[src/rtl/branch_scheduler.sv]
// Branch reservation station: compacting in-order queue with CDB wakeup and oldest-ready issue.
// Optional zero-cycle CDB wakeup of issue candidates is enabled by defining BRANCH_SCHED_CDB_BYPASS_EN.
module branch_scheduler #(
    parameter int XLEN          = 32,
    parameter int ROB_TAG_WIDTH = 4,
    parameter int N_ENTRIES     = 4,
    parameter int INFO_WIDTH    = 3*XLEN+6
) (
    input  logic                         clk,
    input  logic                         reset_n,
    input  logic                         flush,
    input  logic                         dispatch_valid,
    output logic                         dispatch_ready,
    input  logic [XLEN-1:0]              dispatch_v1,
    input  logic [ROB_TAG_WIDTH-1:0]     dispatch_q1,
    input  logic                         dispatch_q1_pending,
    input  logic [XLEN-1:0]              dispatch_v2,
    input  logic [ROB_TAG_WIDTH-1:0]     dispatch_q2,
    input  logic                         dispatch_q2_pending,
    input  logic [ROB_TAG_WIDTH-1:0]     dispatch_rob_tag,
    input  logic [INFO_WIDTH-1:0]        dispatch_info,
    input  logic                         cdb_valid,
    input  logic [ROB_TAG_WIDTH-1:0]     cdb_tag,
    input  logic [XLEN-1:0]              cdb_data,
    output logic                         ready_to_execute,
    input  logic                         accept,
    output logic [XLEN-1:0]              issue_v1,
    output logic [XLEN-1:0]              issue_v2,
    output logic [ROB_TAG_WIDTH-1:0]     issue_rob_tag,
    output logic [INFO_WIDTH-1:0]        issue_info,
    output logic [$clog2(N_ENTRIES):0]   occupancy
);

    localparam int IW = $clog2(N_ENTRIES);
    localparam int CW = IW + 1;

    logic [XLEN-1:0]          v1_q   [N_ENTRIES];
    logic [XLEN-1:0]          v1_d   [N_ENTRIES];
    logic [XLEN-1:0]          v2_q   [N_ENTRIES];
    logic [XLEN-1:0]          v2_d   [N_ENTRIES];
    logic [ROB_TAG_WIDTH-1:0] q1_q   [N_ENTRIES];
    logic [ROB_TAG_WIDTH-1:0] q1_d   [N_ENTRIES];
    logic [ROB_TAG_WIDTH-1:0] q2_q   [N_ENTRIES];
    logic [ROB_TAG_WIDTH-1:0] q2_d   [N_ENTRIES];
    logic [ROB_TAG_WIDTH-1:0] tag_q  [N_ENTRIES];
    logic [ROB_TAG_WIDTH-1:0] tag_d  [N_ENTRIES];
    logic [INFO_WIDTH-1:0]    info_q [N_ENTRIES];
    logic [INFO_WIDTH-1:0]    info_d [N_ENTRIES];
    logic [N_ENTRIES-1:0]     p1_q, p1_d, p2_q, p2_d;
    logic [CW-1:0]            count_q, count_d;

    logic [XLEN-1:0]          v1_c [N_ENTRIES];
    logic [XLEN-1:0]          v2_c [N_ENTRIES];
    logic [N_ENTRIES-1:0]     p1_c, p2_c;
    logic [N_ENTRIES-1:0]     slot_valid;
    logic [N_ENTRIES-1:0]     slot_ready;
    logic [XLEN-1:0]          op1 [N_ENTRIES];
    logic [XLEN-1:0]          op2 [N_ENTRIES];

    logic [IW-1:0]            sel;
    logic                     found;
    logic                     issue_fire;
    logic                     dispatch_fire;
    logic [CW-1:0]            base;
    logic [XLEN-1:0]          dv1, dv2;
    logic                     dp1, dp2;

    // Stored operands as they look after this cycle's CDB broadcast has been captured.
    always_comb begin
        for (int i = 0; i < N_ENTRIES; i++) begin
            v1_c[i]       = v1_q[i];
            v2_c[i]       = v2_q[i];
            p1_c[i]       = p1_q[i];
            p2_c[i]       = p2_q[i];
            slot_valid[i] = (count_q > CW'(i));
            if (cdb_valid && p1_q[i] && (q1_q[i] == cdb_tag)) begin
                v1_c[i] = cdb_data;
                p1_c[i] = 1'b0;
            end
            if (cdb_valid && p2_q[i] && (q2_q[i] == cdb_tag)) begin
                v2_c[i] = cdb_data;
                p2_c[i] = 1'b0;
            end
        end
    end

    // Eligibility: registered pending bits, or the CDB-captured view when bypass is built in.
    always_comb begin
        for (int i = 0; i < N_ENTRIES; i++) begin
`ifdef BRANCH_SCHED_CDB_BYPASS_EN
            slot_ready[i] = slot_valid[i] && !p1_c[i] && !p2_c[i];
            op1[i]        = v1_c[i];
            op2[i]        = v2_c[i];
`else
            slot_ready[i] = slot_valid[i] && !p1_q[i] && !p2_q[i];
            op1[i]        = v1_q[i];
            op2[i]        = v2_q[i];
`endif
        end
    end

    always_comb begin
        sel   = '0;
        found = 1'b0;
        for (int i = 0; i < N_ENTRIES; i++) begin
            if (slot_ready[i] && !found) begin
                sel   = IW'(i);
                found = 1'b1;
            end
        end
    end

    assign ready_to_execute = found;
    assign issue_v1         = found ? op1[sel]    : '0;
    assign issue_v2         = found ? op2[sel]    : '0;
    assign issue_rob_tag    = found ? tag_q[sel]  : '0;
    assign issue_info       = found ? info_q[sel] : '0;
    assign occupancy        = count_q;
    assign dispatch_ready   = (count_q < CW'(N_ENTRIES));
    assign issue_fire       = found && accept;
    assign dispatch_fire    = dispatch_valid && dispatch_ready;

    // A dispatching operand can be woken by the broadcast of the same cycle.
    always_comb begin
        dv1 = dispatch_v1;
        dp1 = dispatch_q1_pending;
        dv2 = dispatch_v2;
        dp2 = dispatch_q2_pending;
        if (cdb_valid && dispatch_q1_pending && (dispatch_q1 == cdb_tag)) begin
            dv1 = cdb_data;
            dp1 = 1'b0;
        end
        if (cdb_valid && dispatch_q2_pending && (dispatch_q2 == cdb_tag)) begin
            dv2 = cdb_data;
            dp2 = 1'b0;
        end
    end

    // Compact over the issued slot first, then append the dispatch behind the survivors.
    always_comb begin
        for (int j = 0; j < N_ENTRIES; j++) begin
            v1_d[j]   = v1_c[j];
            v2_d[j]   = v2_c[j];
            p1_d[j]   = p1_c[j];
            p2_d[j]   = p2_c[j];
            q1_d[j]   = q1_q[j];
            q2_d[j]   = q2_q[j];
            tag_d[j]  = tag_q[j];
            info_d[j] = info_q[j];
        end
        base = count_q;
        if (issue_fire) begin
            base = count_q - CW'(1);
            for (int j = 0; j < N_ENTRIES-1; j++) begin
                if (j >= int'(sel)) begin
                    v1_d[j]   = v1_c[j+1];
                    v2_d[j]   = v2_c[j+1];
                    p1_d[j]   = p1_c[j+1];
                    p2_d[j]   = p2_c[j+1];
                    q1_d[j]   = q1_q[j+1];
                    q2_d[j]   = q2_q[j+1];
                    tag_d[j]  = tag_q[j+1];
                    info_d[j] = info_q[j+1];
                end
            end
        end
        if (dispatch_fire) begin
            for (int j = 0; j < N_ENTRIES; j++) begin
                if (base == CW'(j)) begin
                    v1_d[j]   = dv1;
                    v2_d[j]   = dv2;
                    p1_d[j]   = dp1;
                    p2_d[j]   = dp2;
                    q1_d[j]   = dispatch_q1;
                    q2_d[j]   = dispatch_q2;
                    tag_d[j]  = dispatch_rob_tag;
                    info_d[j] = dispatch_info;
                end
            end
        end
        count_d = base + CW'(dispatch_fire);
        if (flush) begin
            count_d = '0;
        end
    end

    always_ff @(posedge clk or negedge reset_n) begin
        if (!reset_n) begin
            count_q <= '0;
            p1_q    <= '0;
            p2_q    <= '0;
            for (int j = 0; j < N_ENTRIES; j++) begin
                v1_q[j]   <= '0;
                v2_q[j]   <= '0;
                q1_q[j]   <= '0;
                q2_q[j]   <= '0;
                tag_q[j]  <= '0;
                info_q[j] <= '0;
            end
        end else begin
            count_q <= count_d;
            p1_q    <= p1_d;
            p2_q    <= p2_d;
            for (int j = 0; j < N_ENTRIES; j++) begin
                v1_q[j]   <= v1_d[j];
                v2_q[j]   <= v2_d[j];
                q1_q[j]   <= q1_d[j];
                q2_q[j]   <= q2_d[j];
                tag_q[j]  <= tag_d[j];
                info_q[j] <= info_d[j];
            end
        end
    end

endmodule
[config.mk]
export PLATFORM = sky130hd
export DESIGN_NAME = branch_scheduler
export DESIGN_NICKNAME = d
export VERILOG_FILES = /design/src/rtl/branch_scheduler.sv
export SDC_FILE = /design/constraint.sdc
export NUM_CORES = 2
export LEC_CHECK = 0
export CAP_MARGIN = 15
export CORE_ASPECT_RATIO = 1.5
export CORE_MARGIN = 2
export CORE_UTILIZATION = 50
export CTS_BUF_LIST = sky130_fd_sc_hd__clkbuf_4
export DETAILED_ROUTE_END_ITERATION = 8
export HOLD_SLACK_MARGIN = 0.06
export PLACE_DENSITY = 0.74
export SYNTH_ARGS = -nofsm -noshare
export SYNTH_HDL_FRONTEND = slang
export SYNTH_SLANG_ARGS = --single-unit
[constraint.sdc]
create_clock -name clk -period 4.1 [get_ports clk]
set_input_delay 0.82 -clock clk [delete_from_list [all_inputs] [get_ports clk]]
set_output_delay 0.82 -clock clk [all_outputs]
set_load 0.05 [all_outputs]
; Word-level counts from Yosys, hierarchy flattened
; Index checks and enable logic that the tools add are counted.
[totals]
inputBits = 222
elab_cells = 215
output_inout_bits = 175
ff_bits = 723
[op_classes]
order_cmp = 9
n_eq_ne = 13
bitwise_logic = 1
addsub = 2
muxes = 117
reduce_logical = 46
[ops]
columns = cell, count
row1 = $mux W102, 10
row2 = $mux W32, 30
row3 = $mux W408, 1
row4 = $mux W306, 1
row5 = $mux W128, 2
row6 = $bmux W102 S2, 1
row7 = $mux W96, 2
row8 = $bmux W32 S2, 2
row9 = $mux W4, 26
row10 = $mux W16, 3
row11 = $eq A4 B4 Y1, 10
row12 = $mux W12, 3
row13 = $logic_and A1 B1 Y1, 33
row14 = $mux W1, 29
row15 = $mux W3, 4
row16 = $logic_not A1 Y1, 11
row17 = $bmux W4 S2, 1
row18 = $eq A3 B2 Y1 const B, 2
row19 = $gt A3 B1 Y1 const B, 2
row20 = $gt A3 B2 Y1 const B, 2
row21 = $ge A1 B2 Y1 const A, 2
row22 = $mux W2, 2
row23 = $add A3 B1 Y3, 1
row24 = $eq A3 B1 Y1 const B, 1
row25 = other kinds (7), 7

; Logic depth before layout (Yosys ltp)
[logic_depth]
depth_word = 18
mapped_depth = 14

; Least setup slack after synthesis
; Ideal clock, no wire load.
[synth_timing]
kind = reg-to-output
start = reg count_q[0] (netlist: occupancy[0])
end = out issue_info[100]
n_path_buf = 6
stages_incl_launch_ff = 14
slack_ps = -315
arrival_time_ps = 3595
required_ps = 3280
path_cell_list = dfrtp_1 buf_2 inv_1 ha_1 nor2b_1 clkbuf_1 or2_2 clkbuf_1 o21ai_0 clkbuf_1 buf_2 buf_2 mux2i_1 o22ai_1
[synth_between]
elab_chain_cells = 18
elab_cells_between_ends = 30
classes_between = order compare: 4 / mux: 11 / bitwise: 1 / reduce/logical: 14
[synth_lines]
columns = element, line_no
row1 = from (decl), 50  ; logic [CW-1:0] count_q, count_d;
row2 = from (signal assigned), 201  ; count_q <= count_d;
row3 = $gt A3 B1 Y1, 75  ; slot_valid[i] = (count_q > CW'(i));
row4 = $logic_and A1 B1 Y1 (2 in a row), 95  ; slot_ready[i] = slot_valid[i] && !p1_q[i] && !p2_q[i];
row5 = $mux W1, 106  ; if (slot_ready[i] && !found) begin
row6 = $logic_not A1 Y1, 106
row7 = $logic_and A1 B1 Y1, 106
row8 = $mux W1, 106
row9 = $logic_not A1 Y1, 106
row10 = $logic_and A1 B1 Y1, 106
row11 = $mux W1, 106
row12 = $logic_not A1 Y1, 106
row13 = $logic_and A1 B1 Y1, 106
row14 = $mux W2, 106
row15 = $not A2 Y3 (implied by the code), 117  ; assign issue_info = found ? info_q[sel] : '0;
row16 = $bmux W102 S2, 117
row17 = $mux W102 (implied by the code) (2 in a row), 117
row18 = $mux W102 *, 117
row19 = to (decl), 30  ; output logic [INFO_WIDTH-1:0] issue_info,
; Mark *: on every way between the ends. The rest lies on a longest branch, timed or not. The select of a mux whose other input is x is not followed.

; Worst setup path in the final report
[layout_timing]
start = reg count_q[1] (netlist: occupancy[1])
end = out issue_info[0]
; The elaborated chain is that of the path after synthesis.

==> out/results.md <==
| Metric | This run |
|---|---|
| Vias after detailed routing | 40100 |
| Synth Area per Inst | 8.54 sq um |
| Biggest cell delay along the critical path | 0.39 ns |
| # setup viols final | 170 |
| Transition at the pin with the smallest max-transition slack | 1.07 ns |
| Reg2Reg Setup Slack | 0.71 ns |
| Longest Clk Path Bufs | 3 |
| CTS sink count | 723 |
| Period utilization | 1.05 |
| Crit Path Max Fanout | 8 |
| Site Rows | 124 |
| Final std cell area, no fill | 52900 sq um |
| Final-layout worst hold slack | 0.352 ns |
| Area share of the largest cell type after synthesis | 0.470 |
| Effective utilization at floorplan | 0.505 |
| Setup TNS after final layout | -25.94 ns |
| Critical path buffer and inverter count | 5 |
| Fmax | 231 MHz |
| FF-to-FF path depth | 11 |
| Min cycle time layout | 4.33 ns |
| CTS buffer count | 178 |
| Slowest-stage cell, CP | sky130_fd_sc_hd__dfrtp_1 |
| Largest net degree at the start of global routing | 207 |
| Critical-path cell list | buf_6, ha_4, and3b_2, o21ai_2, nor2_4, o21ai_4, buf_12, buf_6, clkbuf_16, mux2i_2, o22ai_2, buf_12 |
| Syn nets | 4733 |
| Violation count after the first detailed-route iteration | 5295 |
| First-pass iteration count of the detailed router | 9 |
| Full die area | 79200 sq um |
| Critical Path Sink Type | output port |
| Largest family of logic cells by synthesized area | compound AO/OA/AOI/OAI gates |
| Placeable core region | 76200 sq um |
| DP HPWL | 83300 microns |
| Number of nets with antenna violations after detailed routing | 0 |
| Horiz. Die Dim | 230 microns |
| Clock Latency Late Sink | 1.11 ns |
| Data arrival time of the worst path | 3.51 ns |
| Placed Instances | 5616 |
| Gate family responsible for the most delay along the worst path | buffers and inverters |
| Synth Instances | 4505 |
| Status | finished with violations |
| Simple-gate share of the synthesized area | 0.159 |
| Total area of multi-input combinational cells | 22400 sq um |
| Post-Route WL | 158000 microns |
| Post-route worst setup slack | -0.225 ns |
| Number of filler instances in the final layout | 5423 |
| Wire length per cell | 26.3 microns |
| H-tree depth | 4 |
| GRT Resource Usage Total | 0.385 |
| Residual DRC | 16 |
| Share of the synthesized netlist area taken by xor and xnor gates | 0.00706 |
| Die span in y | 344 microns |
| Most repeated cell in the gate-level netlist after synthesis | sky130_fd_sc_hd__nand2_1 |
| Worst setup path class | reg2out |
| Via count of the first global-routing pass | 40000 |
| GR Overflow Total | 0 |
| Port Buffers | 396 |
| Violated checks | DRC, setup timing |
| Final clock skew | 0.0847 ns |
| Total of flip-flops plus latches after synthesis | 723 |
| Min-Delay Path Depth | 3 |
| Primary flip-flop cell chosen by synthesis mapping | sky130_fd_sc_hd__dfrtp_1 |
| Post-synthesis async set-or-reset flop share | 1.00 |
| Setup repair after global routing missed its margin | true |
| Yosys synthesis warning count | 0 |
| Per-cell via count in the routed design | 6.68 |
| Non-filler instance count after layout | 6009 |
| Largest area contributor in the synthesized netlist | sky130_fd_sc_hd__dfrtp_1 |
| Area growth syn-to-layout | 37.6% |
| Most frequent cells after synthesis | sky130_fd_sc_hd__nand2_1, sky130_fd_sc_hd__dfrtp_1, sky130_fd_sc_hd__nor2_1 |
| Post-synth cell types | 61 |
| Post-Syn Area | 38500 sq um |
| Number of synthesized flops with an enable pin | 0 |
| Sequential Area | 18100 sq um |
| Total stage count of the critical path | 12 |
| Ratio of cells with drive above 1 in the final layout | 0.199 |
| Routability congestion estimate from global placement | 0.874 |
| Biggest area contributors in the synthesized netlist | sky130_fd_sc_hd__dfrtp_1, sky130_fd_sc_hd__nand2_1, sky130_fd_sc_hd__mux2i_1 |
| Count of nets after finishing | 5090 |
| Element type at the critical path start | flop |
| Mux share of post-synthesis cell area | 0.0939 |
| Max-capacitance violation count | 0 |
| Path type of the worst min-delay path | in2reg |
| Number of failing hold endpoints at the final stage | 0 |
| Number of antenna violations at the first check in global routing | 26 |
| Critical path required time | 3.28 ns |
| Total count of max-transition violations in the final report | 0 |
| First-pass GRT wire length | 235000 microns |
| Clock transition at the registers of the reported paths | 0.08 ns |
| Share of synthesized cell area in full adder, half adder and majority cells | 0.00195 |
| Sequential fraction of the synthesis area | 0.470 |
| Max-slew headroom at the worst pin | 0.284 |
| Total placed instance area | 47200 sq um |
| Complex-gate fraction of the synthesized area | 0.216 |
| TritonCTS clock tree | built |
| I/O pin total | 397 |
| Cell at the root of the clock tree | sky130_fd_sc_hd__clkbuf_4 |
==> sequential cells by signal, indices dropped and copies added (netlist names) <==
| register | flops |
|---|---|
| info_q | 408 |
| occupancy | 3 |
| op1 | 128 |
| op2 | 128 |
| p1_q | 4 |
| p2_q | 4 |
| q1_q | 16 |
| q2_q | 16 |
| tag_q | 16 |
==> metal layers <==
| layer | part of all wire | GRT usage | vias up |
|---|---|---|---|
| met3 | 0.11 | 0.0954 | 740 |
| met5 | 0.00074 | 0 | - |
| met4 | 0.066 | 0.254 | 18 |
| li1 | - | - | 16900 |
| met2 | 0.47 | 0.615 | 3012 |
| met1 | 0.35 | 0.465 | 19500 |
==> cell families (layout without fill, tap and decap cells) <==
family	Yosys count	after routing
flip-flops	723	723
XOR/XNOR	31	31
AO/OA/AOI/OAI	1289	1289
other	0	21
buffers and inverters	503	978
multiplexers	359	359
AND/OR/NAND/NOR	1594	1594
adder cells (fa/ha/maj)	6	6
==> worst min-delay path, delay by kind of cell <==
kind,cells,cell delay [ns]
buffers and inverters,1,0.47
and+or+nand+nor,2,0.12
==> path summary, 6_finish.rpt <==
check,from,endpoint
min,dispatch_info[86],info_q[86]
max in group asynchronous,reset_n,op1[14]
max,occupancy[1],issue_info[0]
min reg2reg,info_q[303],info_q[405]
max reg2reg,occupancy[1],op2[103]
min in group asynchronous,reset_n,op2[54]
==> timing repair <==
| action | CTS | global route |
|---|---|---|
| endpoints found under the hold margin | 66 | 0 |
| resized for setup | 232 | 186 |
| hold buffers | 1 | 0 |
| setup endpoints to repair | 171 | 171 |
| cloned | 25 | 11 |
| pin swaps | 25 | 26 |
| setup buffers | 33 | 11 |
==> through the flow <==
stage / util / setup slack [ns]
global route: 0.695 / -0.351
finish: 0.695 / -0.225
CTS: 0.674 / -0.281
floorplan: - / -0.0364
global placement: 0.620 / 0.433
detailed placement: 0.620 / 0.390
==> cells in the final DEF (no fill, tap or decap), types with 5 or more instances in the layout <==
master	count
sky130_fd_sc_hd__o21ai_4	5
sky130_fd_sc_hd__o22ai_1	166
sky130_fd_sc_hd__a21oi_1	269
sky130_fd_sc_hd__o211ai_1	8
sky130_fd_sc_hd__xor2_1	19
sky130_fd_sc_hd__buf_16	34
sky130_fd_sc_hd__clkbuf_4	245
sky130_fd_sc_hd__inv_1	104
sky130_fd_sc_hd__o21ai_0	35
sky130_fd_sc_hd__diode_2	21
sky130_fd_sc_hd__inv_2	6
sky130_fd_sc_hd__buf_4	67
sky130_fd_sc_hd__a222oi_1	61
sky130_fd_sc_hd__a221oi_1	33
sky130_fd_sc_hd__clkdlybuf4s50_1	224
sky130_fd_sc_hd__o22a_1	31
sky130_fd_sc_hd__mux2i_4	127
sky130_fd_sc_hd__clkinv_1	38
sky130_fd_sc_hd__nand2_1	997
sky130_fd_sc_hd__dfrtp_1	722
sky130_fd_sc_hd__mux2_2	5
sky130_fd_sc_hd__nor3_1	9
sky130_fd_sc_hd__o32ai_1	64
sky130_fd_sc_hd__o22ai_4	132
sky130_fd_sc_hd__buf_6	14
sky130_fd_sc_hd__a31oi_1	229
sky130_fd_sc_hd__o21ai_1	116
sky130_fd_sc_hd__o22ai_2	38
sky130_fd_sc_hd__nand3_1	11
sky130_fd_sc_hd__buf_12	215
sky130_fd_sc_hd__mux2i_1	187
sky130_fd_sc_hd__o31ai_1	67
sky130_fd_sc_hd__nor2_1	535
sky130_fd_sc_hd__clkbuf_16	10
sky130_fd_sc_hd__mux2i_2	37
sky130_fd_sc_hd__xnor2_1	12
sky130_fd_sc_hd__nor2b_1	5
==> area by class of cell <==
type,count,share of cell area
Antenna cell,21,0.000993
Tap cell,1008,0.0238
Clock buffer,245,0.0347
Sequential cell,723,0.342
Clock inverter,53,0.00579
Timing Repair Buffer,573,0.162
Multi-Input combinational cell,3279,0.424
Inverter,107,0.00759
Power is left out: the tool's default activity adds up to more than one toggle a clock period on the data nets, which glitch-free logic cannot reach.
